<file path="src/rtl/mem_stage_lsu_if.sv">
// Data-memory bus between the load/store unit (master) and memory (slave).
// The request fields stay stable while bus_req is high; bus_rdata is valid with bus_ack.
interface mem_stage_lsu_if;
    logic        bus_req;
    logic        bus_we;
    logic [31:0] bus_addr;
    logic [3:0]  bus_wstrb;
    logic [31:0] bus_wdata;
    logic        bus_ack;
    logic [31:0] bus_rdata;

    modport master (
        output bus_req, bus_we, bus_addr, bus_wstrb, bus_wdata,
        input  bus_ack, bus_rdata
    );

    modport slave (
        input  bus_req, bus_we, bus_addr, bus_wstrb, bus_wdata,
        output bus_ack, bus_rdata
    );
endinterface

</file>
<file path="src/rtl/mem_stage_lsu.sv">
// Memory-stage load/store unit: runs a req/ack bus access, stalls the pipeline and returns
// aligned, extended load data. Define LSU_ADDR_ERR_EN to trap misaligned halfword/word accesses.
module mem_stage_lsu #(
    parameter int unsigned TIMEOUT_CYCLES = 64
) (
    input  logic        clka,
    input  logic        rst,
    input  logic        req_valid,
    input  logic [2:0]  memop,
    input  logic [31:0] addr,
    input  logic [31:0] wdata,
    output logic        stall,
    output logic [31:0] rdata,
    output logic        rdata_valid,
    output logic        bus_err,
`ifdef LSU_ADDR_ERR_EN
    output logic        adel,
    output logic        ades,
    output logic [31:0] badvaddr,
`endif
    mem_stage_lsu_if.master bus
);

    typedef enum logic [2:0] {
        OpLb  = 3'd0,
        OpLbu = 3'd1,
        OpLh  = 3'd2,
        OpLhu = 3'd3,
        OpLw  = 3'd4,
        OpSb  = 3'd5,
        OpSh  = 3'd6,
        OpSw  = 3'd7
    } memop_e;

    typedef enum logic [1:0] {
        StIdle,
        StBusy,
        StDone
    } state_e;

    localparam logic [9:0] TimeoutLast = 10'(TIMEOUT_CYCLES - 1);

    state_e      state_q, state_d;
    logic [9:0]  cnt_q, cnt_d;
    memop_e      op_q, op_d;
    logic [31:0] addr_q, addr_d;
    logic [31:0] wdata_q, wdata_d;
    logic [31:0] rdata_q, rdata_d;
    logic        err_q, err_d;
    logic        op_store;
    logic        addr_fault;
    logic [3:0]  strb;

    assign op_store = (op_q == OpSb) || (op_q == OpSh) || (op_q == OpSw);

    function automatic logic [31:0] load_ext(memop_e op, logic [1:0] off, logic [31:0] word);
        logic [7:0]  lane_b;
        logic [15:0] lane_h;
        logic [31:0] res;
        lane_b = word[8*off +: 8];
        lane_h = word[16*off[1] +: 16];
        case (op)
            OpLb:    res = {{24{lane_b[7]}}, lane_b};
            OpLbu:   res = {24'h000000, lane_b};
            OpLh:    res = {{16{lane_h[15]}}, lane_h};
            OpLhu:   res = {16'h0000, lane_h};
            default: res = word;
        endcase
        return res;
    endfunction

`ifdef LSU_ADDR_ERR_EN
    logic        adel_q, adel_d;
    logic        ades_q, ades_d;
    logic [31:0] badvaddr_q, badvaddr_d;
    logic        req_store;
    logic        req_misaligned;

    assign req_store = memop[2] && (memop[1:0] != 2'b00);

    always_comb begin
        case (memop_e'(memop))
            OpLh, OpLhu, OpSh: req_misaligned = addr[0];
            OpLw, OpSw:        req_misaligned = (addr[1:0] != 2'b00);
            default:           req_misaligned = 1'b0;
        endcase
    end

    assign addr_fault = adel_q || ades_q;
    assign adel       = (state_q == StDone) && adel_q;
    assign ades       = (state_q == StDone) && ades_q;
    assign badvaddr   = badvaddr_q;
`else
    assign addr_fault = 1'b0;
`endif

    always_comb begin
        state_d = state_q;
        cnt_d   = cnt_q;
        op_d    = op_q;
        addr_d  = addr_q;
        wdata_d = wdata_q;
        rdata_d = rdata_q;
        err_d   = err_q;
`ifdef LSU_ADDR_ERR_EN
        adel_d     = adel_q;
        ades_d     = ades_q;
        badvaddr_d = badvaddr_q;
`endif
        unique case (state_q)
            StIdle: begin
                if (req_valid) begin
                    op_d    = memop_e'(memop);
                    addr_d  = addr;
                    wdata_d = wdata;
                    err_d   = 1'b0;
                    cnt_d   = '0;
                    state_d = StBusy;
`ifdef LSU_ADDR_ERR_EN
                    adel_d = 1'b0;
                    ades_d = 1'b0;
                    // A misaligned access never reaches the bus; it reports in DONE instead.
                    if (req_misaligned) begin
                        adel_d     = !req_store;
                        ades_d     = req_store;
                        badvaddr_d = addr;
                        state_d    = StDone;
                    end
`endif
                end
            end
            StBusy: begin
                if (bus.bus_ack) begin
                    if (!op_store) begin
                        rdata_d = load_ext(op_q, addr_q[1:0], bus.bus_rdata);
                    end
                    state_d = StDone;
                end else if (cnt_q == TimeoutLast) begin
                    err_d   = 1'b1;
                    rdata_d = '0;
                    state_d = StDone;
                end else begin
                    cnt_d = cnt_q + 10'd1;
                end
            end
            StDone: begin
                cnt_d   = '0;
                state_d = StIdle;
            end
            default: state_d = StIdle;
        endcase
    end

    always_ff @(posedge clka or negedge rst) begin
        if (!rst) begin
            state_q <= StIdle;
            cnt_q   <= '0;
            op_q    <= OpLb;
            addr_q  <= '0;
            wdata_q <= '0;
            rdata_q <= '0;
            err_q   <= 1'b0;
        end else begin
            state_q <= state_d;
            cnt_q   <= cnt_d;
            op_q    <= op_d;
            addr_q  <= addr_d;
            wdata_q <= wdata_d;
            rdata_q <= rdata_d;
            err_q   <= err_d;
        end
    end

`ifdef LSU_ADDR_ERR_EN
    always_ff @(posedge clka or negedge rst) begin
        if (!rst) begin
            adel_q     <= 1'b0;
            ades_q     <= 1'b0;
            badvaddr_q <= '0;
        end else begin
            adel_q     <= adel_d;
            ades_q     <= ades_d;
            badvaddr_q <= badvaddr_d;
        end
    end
`endif

    // Gated by rst so every output reads 0 while reset is asserted.
    assign stall       = rst && (((state_q == StIdle) && req_valid) || (state_q == StBusy));
    assign rdata       = rdata_q;
    assign rdata_valid = (state_q == StDone) && !err_q && !addr_fault;
    assign bus_err     = (state_q == StDone) && err_q;

    always_comb begin
        strb          = 4'b0000;
        bus.bus_wdata = '0;
        case (op_q)
            OpSb: begin
                strb          = 4'b0001 << addr_q[1:0];
                bus.bus_wdata = {4{wdata_q[7:0]}};
            end
            OpSh: begin
                strb          = addr_q[1] ? 4'b1100 : 4'b0011;
                bus.bus_wdata = {2{wdata_q[15:0]}};
            end
            OpSw: begin
                strb          = 4'b1111;
                bus.bus_wdata = wdata_q;
            end
            default: ;
        endcase
        bus.bus_req   = (state_q == StBusy);
        bus.bus_addr  = {addr_q[31:2], 2'b00};
        bus.bus_we    = bus.bus_req && op_store;
        bus.bus_wstrb = bus.bus_req ? strb : 4'b0000;
    end

endmodule

</file>
<file path="src/flat_wrapper.sv">
// flat-port wrapper written by rule: the top's interface ports become plain ports
module mem_stage_lsu_flat 
#(
    parameter int unsigned TIMEOUT_CYCLES = 64
)
  (clka, rst, req_valid, memop, addr, wdata, stall, rdata, rdata_valid, bus_err, bus_bus_req, bus_bus_we, bus_bus_addr, bus_bus_wstrb, bus_bus_wdata, bus_bus_ack, bus_bus_rdata);
  mem_stage_lsu_if bus_i ();
  input  logic clka;
  input  logic rst;
  input  logic req_valid;
  input  logic [2:0] memop;
  input  logic [31:0] addr;
  input  logic [31:0] wdata;
  output logic stall;
  output logic [31:0] rdata;
  output logic rdata_valid;
  output logic bus_err;
  output wire logic [$bits(bus_i.bus_req)-1:0] bus_bus_req;
  output wire logic [$bits(bus_i.bus_we)-1:0] bus_bus_we;
  output wire logic [$bits(bus_i.bus_addr)-1:0] bus_bus_addr;
  output wire logic [$bits(bus_i.bus_wstrb)-1:0] bus_bus_wstrb;
  output wire logic [$bits(bus_i.bus_wdata)-1:0] bus_bus_wdata;
  input wire logic [$bits(bus_i.bus_ack)-1:0] bus_bus_ack;
  input wire logic [$bits(bus_i.bus_rdata)-1:0] bus_bus_rdata;
  assign bus_bus_req = bus_i.bus_req;
  assign bus_bus_we = bus_i.bus_we;
  assign bus_bus_addr = bus_i.bus_addr;
  assign bus_bus_wstrb = bus_i.bus_wstrb;
  assign bus_bus_wdata = bus_i.bus_wdata;
  assign bus_i.bus_ack = bus_bus_ack;
  assign bus_i.bus_rdata = bus_bus_rdata;
  mem_stage_lsu #(.TIMEOUT_CYCLES(TIMEOUT_CYCLES)) u_core (.clka(clka), .rst(rst), .req_valid(req_valid), .memop(memop), .addr(addr), .wdata(wdata), .stall(stall), .rdata(rdata), .rdata_valid(rdata_valid), .bus_err(bus_err), .bus(bus_i));
endmodule
</file>
<file path="config.mk">
export PLATFORM = sky130hd
export DESIGN_NAME = mem_stage_lsu_flat
export DESIGN_NICKNAME = d
export VERILOG_FILES = /design/src/rtl/mem_stage_lsu_if.sv /design/src/rtl/mem_stage_lsu.sv /design/src/flat_wrapper.sv
export SDC_FILE = /design/constraint.sdc
export NUM_CORES = 1
export LEC_CHECK = 0
export ABC_AREA = 1
export BUFFER_PORTS_ARGS = -buffer_cell sky130_fd_sc_hd__buf_2
export CAP_MARGIN = 20
export CORE_UTILIZATION = 52
export CTS_BUF_LIST = sky130_fd_sc_hd__clkbuf_2 sky130_fd_sc_hd__clkbuf_4 sky130_fd_sc_hd__clkbuf_8
export DETAILED_ROUTE_END_ITERATION = 10
export PLACE_DENSITY = 0.8
export SLEW_MARGIN = 0
export SYNTH_ARGS = -nofsm -noshare
export SYNTH_HDL_FRONTEND = slang
export SYNTH_SLANG_ARGS = --single-unit
</file>
<file path="constraint.sdc">
create_clock -name clka -period 1.7 [get_ports clka]
set_input_delay 0.255 -clock clka [delete_from_list [all_inputs] [get_ports clka]]
set_output_delay 0.255 -clock clka [all_outputs]
set_load 0.02 [all_outputs]
</file>
==> results of run 1 <==
placed cells by master, fill, tap and decap left out, drive strengths merged, types with 8 or more instances in the layout:
| master | instances |
|---|---|
| buf | 248 |
| a21oi | 17 |
| dfrtp | 112 |
| o22ai | 8 |
| or2 | 19 |
| nand3 | 54 |
| nor2 | 26 |
| nand2 | 334 |
| o21ai | 67 |
| clkbuf | 9 |
| inv | 68 |
final cells by class:
type / count / area [um^2] / share of cell area
Sequential cell: 112 / 2810 / 0.359
Inverter: 68 / 280 / 0.0359
Antenna cell: 1 / 2.50 / 0.000320
Clock buffer: 9 / 124 / 0.0158
Timing Repair Buffer: 249 / 1630 / 0.209
Tap cell: 140 / 175 / 0.0224
Multi-Input combinational cell: 548 / 2720 / 0.348
Clock inverter: 7 / 70.1 / 0.00896
power breakdown:
group	switching (mW)	internal, mW	leakage [nW]	total [mW]
Sequential	0.632	3.71	1.41	4.34
Combinational	4.27	2.53	2.77	6.80
Clock	0.897	0.682	0.0994	1.58
layer usage:
metal	GRT usage	routed length (um)
met5	0	13
met4	0.0917	260
met3	0.0622	1080
met2	0.451	7910
met1	0.341	6940
how the worst max path moves through the flow:
stage	from	to	slack, ns	cells past startpoint
2_1_floorplan	u_core.state_q[0]$_DFFE_PN0P_	stall	0.12	4
3_3_place_gp	u_core.op_q[0]$_DFFE_PN0P_	bus_bus_wdata[22]	0.08	7
3_5_place_dp	u_core.op_q[0]$_DFFE_PN0P_	bus_bus_wdata[22]	0.07	7
4_1_cts	u_core.op_q[0]$_DFFE_PN0P_	bus_bus_wdata[15]	-0.17	7
5_1_grt	u_core.op_q[0]$_DFFE_PN0P_	bus_bus_wstrb[0]	-0.31	9
6_report	u_core.op_q[0]$_DFFE_PN0P_	bus_bus_wdata[15]	-0.20	7
state kept, by name, summed over array words and instances (netlist names):
name            count
u_core.addr_q      32
u_core.cnt_q       10
u_core.err_q        1
u_core.op_q         3
u_core.rdata       32
u_core.state_q      2
u_core.wdata_q     32
through the flow:
stage                     hold WS (ns)  instance area (um^2)  power [mW]  worst slack (ns)  instances
final                          -0.0291                  7820        12.7            -0.202       1134
after global routing            0.0197                  7820        13.6            -0.310       1134
after CTS                      0.00487                  7530        12.3            -0.175       1124
after detailed placement         0.425                  6970        10.1            0.0721       1100
after global placement           0.429                  6970        10.0            0.0777       1100
after floorplan                -0.0406                  5970        8.49             0.118        798
kinds of logic (layout without fill, tap and decap cells):
group                    Yosys count  count (layout)  share of synthesized area
AND/OR/NAND/NOR                  442             442                      0.312
buffers and inverters            138             333                      0.122
flip-flops                       112             112                      0.470
AO/OA/AOI/OAI                    102             102                     0.0921
adder cells (fa/ha/maj)            1               1                    0.00210
other                              1               3                   0.000628
XOR/XNOR                           1               1                    0.00147
timing repair:
action / 4_1_cts / 5_1_grt
pin swaps: 5 / 9
hold buffers: 0 / 0
setup endpoints to repair: 38 / 71
resized for setup: 101 / 57
cloned: 1 / 0
buffers inserted: 7 / 11
==> summary.txt, run 1 <==
==================================================================================================
Clock sink count                                                                               112
Final wirelength                                                                           16.2 mm
Starting density of the core                                                                 0.541
Leakage power of the design                                                                4.28 nW
Synthesis Warnings                                                                               0
Synthesized cell area                                                                    5970 um^2
Level count of the clock H-tree                                                                  3
Cells traversed along the worst timing path                                           inv_2 > nand3_4 > buf_4 > o22ai_1 > inv_1 > o21ai_0 > buf_2
Number of distinct library cell variants in the gate-level netlist after synthesis              34
Count of buffer and inverter cells on the critical path                                          4
Final core occ                                                                               0.709
DPL Wire Length                                                                            10.9 mm
Final worst-path setup slack                                                             -0.202 ns
Core footprint                                                                          11000 um^2
Sum Neg Setup Slack                                                                       -4.84 ns
Class of the most critical hold timing path                                               in2async
Synth Flop Type                                                                       sky130_fd_sc_hd__dfrtp_1
Number of endpoints with negative hold slack in the final report                                11
Share of async-settable or async-resettable flops after synthesis                             1.00
Top-Level Pins                                                                                 208
Post-synthesis sequential area ratio                                                         0.470
Leading cell types by total area after synthesis                                      sky130_fd_sc_hd__dfrtp_1, sky130_fd_sc_hd__nand2_1, sky130_fd_sc_hd__o21ai_0
Clock transition time at the flip-flop clock pins of the worst setup and hold paths        0.10 ns
Most numerous cell in the Yosys netlist                                               sky130_fd_sc_hd__nand2_1
Pins over their slew limit                                                                       0
Achievable Freq                                                                            526 MHz
DR pass1 iterations                                                                              5
Time the final worst path needs with I/O delays and setup                                  1.90 ns
Fill cell count                                                                                895
Post-layout net count                                                                         1092
Path type of the worst setup path                                                          reg2out
DIE AREA                                                                                11900 um^2
Clock Tree Root                                                                       sky130_fd_sc_hd__clkbuf_8
Required time of the critical path                                                         1.44 ns
Cell accounting for the most synthesized area                                         sky130_fd_sc_hd__dfrtp_1
Wire length of the first global-routing pass                                               24.8 mm
Worst Path Max Fanout                                                                            5
DRC Markers                                                                                      0
Number of antenna violations at the first check in global routing                                2
Violations in the final reports                                                       negative hold slack, negative setup slack
Count of vias placed by the detailed router                                                   5758
Number of cell instances on the worst register-to-register path                                  8
Clock latency at the later pin of the worst-skew pair                                      0.37 ns
Launching point of the worst reg2reg path                                             u_core.op_q[2]$_DFFE_PN0P_
Worst clock skew                                                                         0.0125 ns
Gate count after technology mapping                                                            797
Global-route total usage across every layer                                                  0.269
Number of max-capacitance violations reported                                                    0
First-iteration detailed-routing DRC count                                                     323
Number of placement rows                                                                        38
Chip Height                                                                                 109 um
Post-synth EDFFs                                                                                 0
RSZ-0062 raised after global routing                                                          true
Final setup vio count                                                                           37
R2r endpoint                                                                          u_core.rdata[19]$_DFFE_PN0P_
Worst slack on hold paths                                                               -0.0291 ns
Area share of the largest cell type after synthesis                                          0.470
Headroom to the max-slew limit                                                               0.606
Worst Tran Pin Value                                                                      0.591 ns
Average vias per placed instance                                                              5.08
Input/output buffers                                                                           205
Dominant delay contributor by cell family on the critical path                        buffers and inverters
Max clock buf depth                                                                              2
Most instantiated cells after synthesis                                               sky130_fd_sc_hd__nand2_1, sky130_fd_sc_hd__dfrtp_1, sky130_fd_sc_hd__o21ai_0
Cell area power density                                                               1630 nW/um^2
Die X-Extent                                                                                109 um
Detailed-route wire length per cell                                                        14.3 um
Share of cells above drive strength 1                                                        0.353
Post-route antenna net violation count                                                           0
Critical path's largest stage delay                                                        0.44 ns
Remaining Overflow, GRT                                                                          0
CTS tree                                                                                      done
Data arrival time of the worst path                                                        1.65 ns
Area Overhead vs Synth                                                                       31.0%
Pin count of the biggest net entering global routing                                           113
Fin crit share                                                                                1.12
Vias in the first global route                                                                5280
Type of element launching the critical path                                              flip-flop
Total CTS buffers                                                                                9
Flop and latch count out of synthesis                                                          112
Routability congestion estimate from global placement                                        0.904
Worst-case register-to-register setup slack                                                0.09 ns
Type of destination of the critical path                                               output port
Slowest cell on the critical path                                                     sky130_fd_sc_hd__dfrtp_2
Syn avg cell area                                                                        7.49 um^2
Outcome                                                                               complete, but fails checks
Peak supply drop                                                                          0.969 mV
==================================================================================================
No activity file was read; power rests on OpenSTA's default activity.
==> run 2, diff against run 1 <==
--- a/config.mk
+++ b/config.mk
@@ -8,9 +8,12 @@
 export ABC_AREA = 1
 export BUFFER_PORTS_ARGS = -buffer_cell sky130_fd_sc_hd__buf_2
 export CAP_MARGIN = 20
-export CORE_UTILIZATION = 52
+export CELL_PAD_IN_SITES_DETAIL_PLACEMENT = 0
+export CELL_PAD_IN_SITES_GLOBAL_PLACEMENT = 1
+export CORE_UTILIZATION = 37
 export CTS_BUF_LIST = sky130_fd_sc_hd__clkbuf_2 sky130_fd_sc_hd__clkbuf_4 sky130_fd_sc_hd__clkbuf_8
 export DETAILED_ROUTE_END_ITERATION = 10
+export MAX_ROUTING_LAYER = met4
 export PLACE_DENSITY = 0.8
 export SLEW_MARGIN = 0
 export SYNTH_ARGS = -nofsm -noshare
==> run 2 against run 1 <==
  * The run still ends with negative hold slack, negative setup slack left
  * Count of clock-buffer cells in the layout increased by 1
  * Hold slack better by 0.0023 ns
  * Sequential cell count did not move
  * Non-clock buffer count fell by 2
  * Critical path type unchanged
  * Critical endpoint is now bus_bus_wstrb[3]
  * Largest cell class unchanged
  * Highest routed layer is now met4
==> summary.txt, run 2 (same netlist as run 1, synthesis figures left out) <==
==================================================================================================
Outcome                                                                               complete, but fails checks
Violations in the final reports                                                       negative hold slack, negative setup slack
Class of the most critical hold timing path                                               in2async
Summed area of non-filler cells in the final layout                                      7900 um^2   +1.1%
Chip Height                                                                                 129 um   +18%
Count of vias placed by the detailed router                                                   5608   -2.6%
Placed insts                                                                                  1181   +7.4%
Clock latency at the later pin of the worst-skew pair                                      0.39 ns   +0.02 ns
Headroom to the max-slew limit                                                               0.566   -0.0400
Input/output buffers                                                                           205   unchanged
Worst Path Max Fanout                                                                            5   unchanged
Starting density of the core                                                                 0.377   -0.164
Clock Tree Root                                                                       sky130_fd_sc_hd__clkbuf_8
Most frequent standard cell in the layout excluding fill and tap cells                sky130_fd_sc_hd__nand2_1
Average vias per placed instance                                                              4.65   -8.5%
Max clock buf depth                                                                              2   unchanged
Core footprint                                                                          15800 um^2   +43%
Path type of the worst setup path                                                          reg2out
Number of endpoints with negative hold slack in the final report                                43   +32
Storage cell area                                                                        2810 um^2   about the same
Pin count of the biggest net entering global routing                                           113   unchanged
Share of cells above drive strength 1                                                        0.354   +0.000713
Number of placement rows                                                                        46   +21%
Cells traversed along the worst timing path                                           buf_4 > nand3_2 > o21ai_1 > buf_4 > a31oi_4 > nor2_1 > buf_4
CTS tree                                                                                      done
Antenna diode instance count                                                                     0   -1
Post-layout net count                                                                         1090   -0.18%
Non-filler instance count after layout                                                        1207   +6.4%
Total CTS buffers                                                                                9   unchanged
DIE AREA                                                                                16600 um^2   +40%
Sum Neg Setup Slack                                                                       -6.31 ns   -1.47 ns
Total power draw                                                                           12.8 mW   +0.45%
Final setup vio count                                                                           37   unchanged
Leakage power of the design                                                                4.26 nW   -0.33%
DPL Wire Length                                                                            11.8 mm   +8.5%
Worst clock skew                                                                         0.0173 ns   +0.00477 ns
Dominant delay contributor by cell family on the critical path                          flip-flops
Fin crit share                                                                                1.14   +0.0209
Detailed-route wire length per cell                                                        14.3 um   +0.12%
Multi-input logic area                                                                   2740 um^2   +0.51%
Global-route total usage across every layer                                                  0.219   -0.0506
Peak supply drop                                                                          0.771 mV   -20%
Top-Level Pins                                                                                 208   unchanged
Leading cell types in the layout, fill and taps excluded                              sky130_fd_sc_hd__nand2_1, sky130_fd_sc_hd__buf_2, sky130_fd_sc_hd__dfrtp_1, sky130_fd_sc_hd__o21ai_0, sky130_fd_sc_hd__inv_1
Time the final worst path needs with I/O delays and setup                                  1.94 ns   +0.0355 ns
Area Overhead vs Synth                                                                       32.4%
Worst slack on hold paths                                                               -0.0268 ns   +0.00230 ns
DR pass1 iterations                                                                              4   -1
First-iteration detailed-routing DRC count                                                     334   +3.4%
Clock sink count                                                                               112   unchanged
Worst Tran Pin Value                                                                      0.651 ns   +0.0600 ns
Number of antenna violations at the first check in global routing                                0   -2
Remaining Overflow, GRT                                                                          0   unchanged
Slowest cell on the critical path                                                     sky130_fd_sc_hd__dfrtp_2
Required time of the critical path                                                         1.44 ns   about the same
Final core occ                                                                               0.499   -0.210
Vias in the first global route                                                                5218   -1.2%
Final worst-path setup slack                                                             -0.237 ns   -0.0355 ns
Fill cell count                                                                               1599   +79%
Post-DP Area                                                                             7100 um^2   +1.9%
Critical path's largest stage delay                                                        0.46 ns   +0.02 ns
Worst setup timing slack at the placement stage                                          0.0498 ns   -0.0223 ns
Cell with the most instances on the worst path                                        sky130_fd_sc_hd__buf_4
Pins over their slew limit                                                                       0   unchanged
Number of max-capacitance violations reported                                                    0   unchanged
Achievable Freq                                                                            516 MHz   -1.8%
Level count of the clock H-tree                                                                  3   unchanged
Type of destination of the critical path                                               output port
Die X-Extent                                                                                129 um   +18%
RSZ-0062 raised after global routing                                                          true
Cell area power density                                                               1620 nW/um^2   -0.60%
Post-route antenna net violation count                                                           0   unchanged
Count of buffer and inverter cells on the critical path                                          3   -1
DRC Markers                                                                                      0   unchanged
Clock transition time at the flip-flop clock pins of the worst setup and hold paths        0.11 ns   about the same
Routability congestion estimate from global placement                                        0.836   -7.5%
Type of element launching the critical path                                              flip-flop
Final wirelength                                                                           17.3 mm   +6.6%
Data arrival time of the worst path                                                        1.68 ns   +0.03 ns
Wire length of the first global-routing pass                                               27.2 mm   +9.4%
==================================================================================================
run 2: cell count changes in the layout (fill, tap and decap cells not counted), moves of 3 or more:
cell / previous run / this run
sky130_fd_sc_hd__nor2_4: 6 / 1
sky130_fd_sc_hd__o21ai_1: 4 / 8
sky130_fd_sc_hd__buf_2: 171 / 174
sky130_fd_sc_hd__buf_6: 27 / 24
sky130_fd_sc_hd__nor2_2: 1 / 4
sky130_fd_sc_hd__o21ai_2: 7 / 4
sky130_fd_sc_hd__o22ai_1: 3 / 0
run 2: final cells by class:
cell class	instances	area share
sequential	112	0.356
multi-input combinational	548	0.347
timing repair buffer	247	0.204
inverter	68	0.0342
tap	216	0.0342
clock buffer	10	0.0174
clock inverter	6	0.00824
run 2: worst paths after layout:
kind,from,end,slack (ns),cells past startpoint
setup / recovery,u_core.op_q[0]$_DFFE_PN0P_,bus_bus_wstrb[3],-0.24,7
hold / removal,rst,u_core.addr_q[19]$_DFFE_PN0P_,-0.03,2
setup reg to reg,u_core.op_q[1]$_DFFE_PN0P_,u_core.rdata[10]$_DFFE_PN0P_,0.03,9
hold reg to reg,u_core.rdata[4]$_DFFE_PN0P_,u_core.rdata[4]$_DFFE_PN0P_,0.48,2
max in group asynchronous,rst,u_core.op_q[1]$_DFFE_PN0P_,1.17,2
min in group clka,addr[6],u_core.addr_q[6]$_DFFE_PN0P_,0.05,3
run 2: repair_timing:
action	4_1_cts	5_1_grt
setup endpoints to repair	33	71
gates resized for setup	95	51
setup buffers	5	3
pin swaps	2	2
hold buffers	0	0
gates cloned	1	1
run 2: layer usage:
| metal | wire, um | part of all wire | GRT usage |
|---|---|---|---|
| met1 | 8340 | 0.48 | 0.302 |
| met2 | 7720 | 0.45 | 0.324 |
| met3 | 941 | 0.054 | 0.0349 |
| met4 | 274 | 0.016 | 0.0740 |
| met5 | 0 | 0 | - |
run 2: report_power, final:
part | switching [mW] | internal [mW] | total (mW)
sequential | 0.637 | 3.71 | 4.35
clock | 0.965 | 0.729 | 1.69
combinational | 4.25 | 2.49 | 6.74
total | 5.85 | 6.93 | 12.8
==> run 3, diff against run 2 <==
--- a/config.mk
+++ b/config.mk
@@ -15,6 +15,7 @@
 export DETAILED_ROUTE_END_ITERATION = 10
 export MAX_ROUTING_LAYER = met4
 export PLACE_DENSITY = 0.8
+export SKIP_CTS_REPAIR_TIMING = 1
 export SLEW_MARGIN = 0
 export SYNTH_ARGS = -nofsm -noshare
 export SYNTH_HDL_FRONTEND = slang
==> run 3 against run 2 <==
  * The run still ends with negative hold slack, negative setup slack left
  * Largest power group unchanged
  * Worst setup slack improved by 0.0047 ns
  * Maximum frequency grew 0.24%
  * Non-clock buffer count decreased by 5
  * Critical path type unchanged
  * Clock power about the same
  * Clock skew is 0.0041 ns lower
==> summary.txt, run 3 (same netlist as run 1, synthesis figures left out) <==
==================================================================================================
Data arrival time of the worst path                                                        1.68 ns   about the same
Global-route total usage across every layer                                                  0.213   -0.00593
Total CTS buffers                                                                                9   unchanged
Cell area power density                                                               1610 nW/um^2   -0.31%
Number of cell instances on the worst register-to-register path                                  7   -2
Pins over their slew limit                                                                       0   unchanged
Peak supply drop                                                                          0.668 mV   -13%
Fill cell count                                                                               1619   +1.3%
Die X-Extent                                                                                129 um   unchanged
Clock Tree Root                                                                       sky130_fd_sc_hd__clkbuf_8
Routability congestion estimate from global placement                                        0.836   unchanged
CTS tree                                                                                      done
Type of destination of the critical path                                               output port
Required time of the critical path                                                         1.44 ns   about the same
Average vias per placed instance                                                              4.60   -0.93%
Final worst-path setup slack                                                             -0.232 ns   +0.00472 ns
CP startpoint                                                                         u_core.op_q[0]$_DFFE_PN0P_
Worst-case register-to-register setup slack                                                0.07 ns   +0.04 ns
Class of the most critical hold timing path                                               in2async
Critical path endpoint                                                                bus_bus_wdata[31]
Number of antenna violations at the first check in global routing                                0   unchanged
Non-filler instance count after layout                                                        1202   -0.41%
Wire length of the first global-routing pass                                               26.5 mm   -2.4%
Launching point of the worst reg2reg path                                             u_core.op_q[1]$_DFFE_PN0P_
Worst slack on hold paths                                                               -0.0191 ns   +0.00763 ns
Placed insts                                                                                  1181   unchanged
Share of cells above drive strength 1                                                        0.339   -0.0154
Worst Tran Pin Value                                                                      0.634 ns   -0.0166 ns
Final wirelength                                                                           16.8 mm   -2.5%
Antenna diode instance count                                                                     0   unchanged
Level count of the clock H-tree                                                                  3   unchanged
Core footprint                                                                          15800 um^2   unchanged
Remaining Overflow, GRT                                                                          0   unchanged
DPL Wire Length                                                                            11.8 mm   unchanged
Input/output buffers                                                                           205   unchanged
Clock latency at the later pin of the worst-skew pair                                      0.39 ns   about the same
Violations in the final reports                                                       negative hold slack, negative setup slack
R2r endpoint                                                                          u_core.rdata[23]$_DFFE_PN0P_
First-iteration detailed-routing DRC count                                                     312   -6.6%
Final setup vio count                                                                           29   -22%
Fin crit share                                                                                1.14   -0.00278
Number of placement rows                                                                        46   unchanged
Clock transition time at the flip-flop clock pins of the worst setup and hold paths        0.11 ns   about the same
Max clock buf depth                                                                              2   unchanged
DIE AREA                                                                                16600 um^2   unchanged
Outcome                                                                               complete, but fails checks
Time the final worst path needs with I/O delays and setup                                  1.93 ns   -0.00472 ns
Area Overhead vs Synth                                                                       29.1%
Path type of the worst setup path                                                          reg2out
Vias in the first global route                                                                5081   -2.6%
Most frequent standard cell in the layout excluding fill and tap cells                sky130_fd_sc_hd__nand2_1
Detailed-route wire length per cell                                                        14.0 um   -2.1%
Worst clock skew                                                                         0.0132 ns   -0.00405 ns
Achievable Freq                                                                            517 MHz   +0.24%
Post-route antenna net violation count                                                           0   unchanged
DR pass1 iterations                                                                              4   unchanged
Post-layout net count                                                                         1085   -0.46%
Leakage power of the design                                                                4.21 nW   -1.2%
Chip Height                                                                                 129 um   unchanged
Number of endpoints with negative hold slack in the final report                                37   -14%
Top-Level Pins                                                                                 208   unchanged
DRC Markers                                                                                      0   unchanged
Clock sink count                                                                               112   unchanged
RSZ-0062 raised after global routing                                                          true
Leading cell types in the layout, fill and taps excluded                              sky130_fd_sc_hd__nand2_1, sky130_fd_sc_hd__buf_2, sky130_fd_sc_hd__dfrtp_1, sky130_fd_sc_hd__inv_1, sky130_fd_sc_hd__o21ai_0
Headroom to the max-slew limit                                                               0.577   +0.0111
Count of vias placed by the detailed router                                                   5533   -1.3%
Starting density of the core                                                                 0.377   unchanged
Pin count of the biggest net entering global routing                                           113   unchanged
Type of element launching the critical path                                              flip-flop
Worst setup timing slack at the placement stage                                          0.0498 ns   unchanged
Worst Path Max Fanout                                                                            5   unchanged
Total power draw                                                                           12.4 mW   -2.7%
Number of max-capacitance violations reported                                                    0   unchanged
==================================================================================================
-- run 3: worst min-delay path by stage --
stage                                    endpoint  startpoint  cells after the start
CTS                   u_core.rdata[5]$_DFFE_PN0P_         rst                      2
global placement    u_core.addr_q[19]$_DFFE_PN0P_         rst                      2
detailed placement  u_core.addr_q[19]$_DFFE_PN0P_         rst                      2
global route        u_core.state_q[1]$_DFFE_PN0P_         rst                      2
floorplan            u_core.addr_q[0]$_DFFE_PN0P_         rst                      0
finish              u_core.state_q[1]$_DFFE_PN0P_         rst                      2
-- run 3: report_power, final --
part | switching [mW] | internal, mW | leakage, nW
Combinational | 4.08 | 2.34 | 2.70
Sequential | 0.616 | 3.71 | 1.41
Clock | 0.963 | 0.729 | 0.103
Total | 5.66 | 6.77 | 4.21
-- run 3: final cells by class --
class                   instances  area [um^2]  area share
inverters                      68          260      0.0338
well taps                     216          270      0.0351
multi-input cells             548         2630       0.341
clock buffers                  10          138      0.0179
repair buffers                242         1540       0.199
flip-flops and latches        112         2810       0.364
clock inverters                 6         65.1     0.00844
-- run 3: metal layers --
layer,vias to the layer above,global-route usage,wire [um]
met3,13,0.0328,942
met1,2510,0.298,8190
met2,173,0.316,7480
met5,-,-,0
li1,2837,-,-
met4,0,0.0637,229
-- run 3: per-stage QoR --
step	TNS [ns]	instance area, um^2	hold slack [ns]	utilization
3_5_place_dp	0	7100	0.433	0.449
6_report	-5.22	7710	-0.0191	0.487
3_3_place_gp	0	7100	0.438	0.449
4_1_cts	-8.14	7310	0.00322	0.462
5_1_grt	-8.08	7710	0.0292	0.487
2_1_floorplan	0	5970	-0.0406	-
-- run 3: critical path, stage by stage, from the launching register on --
cell                      delay (ns)
sky130_fd_sc_hd__dfrtp_2        0.46
sky130_fd_sc_hd__inv_2          0.10
sky130_fd_sc_hd__nand3_4        0.10
sky130_fd_sc_hd__buf_6          0.16
sky130_fd_sc_hd__o22ai_1        0.15
sky130_fd_sc_hd__inv_1          0.08
sky130_fd_sc_hd__nand2_1        0.09
sky130_fd_sc_hd__buf_4          0.15
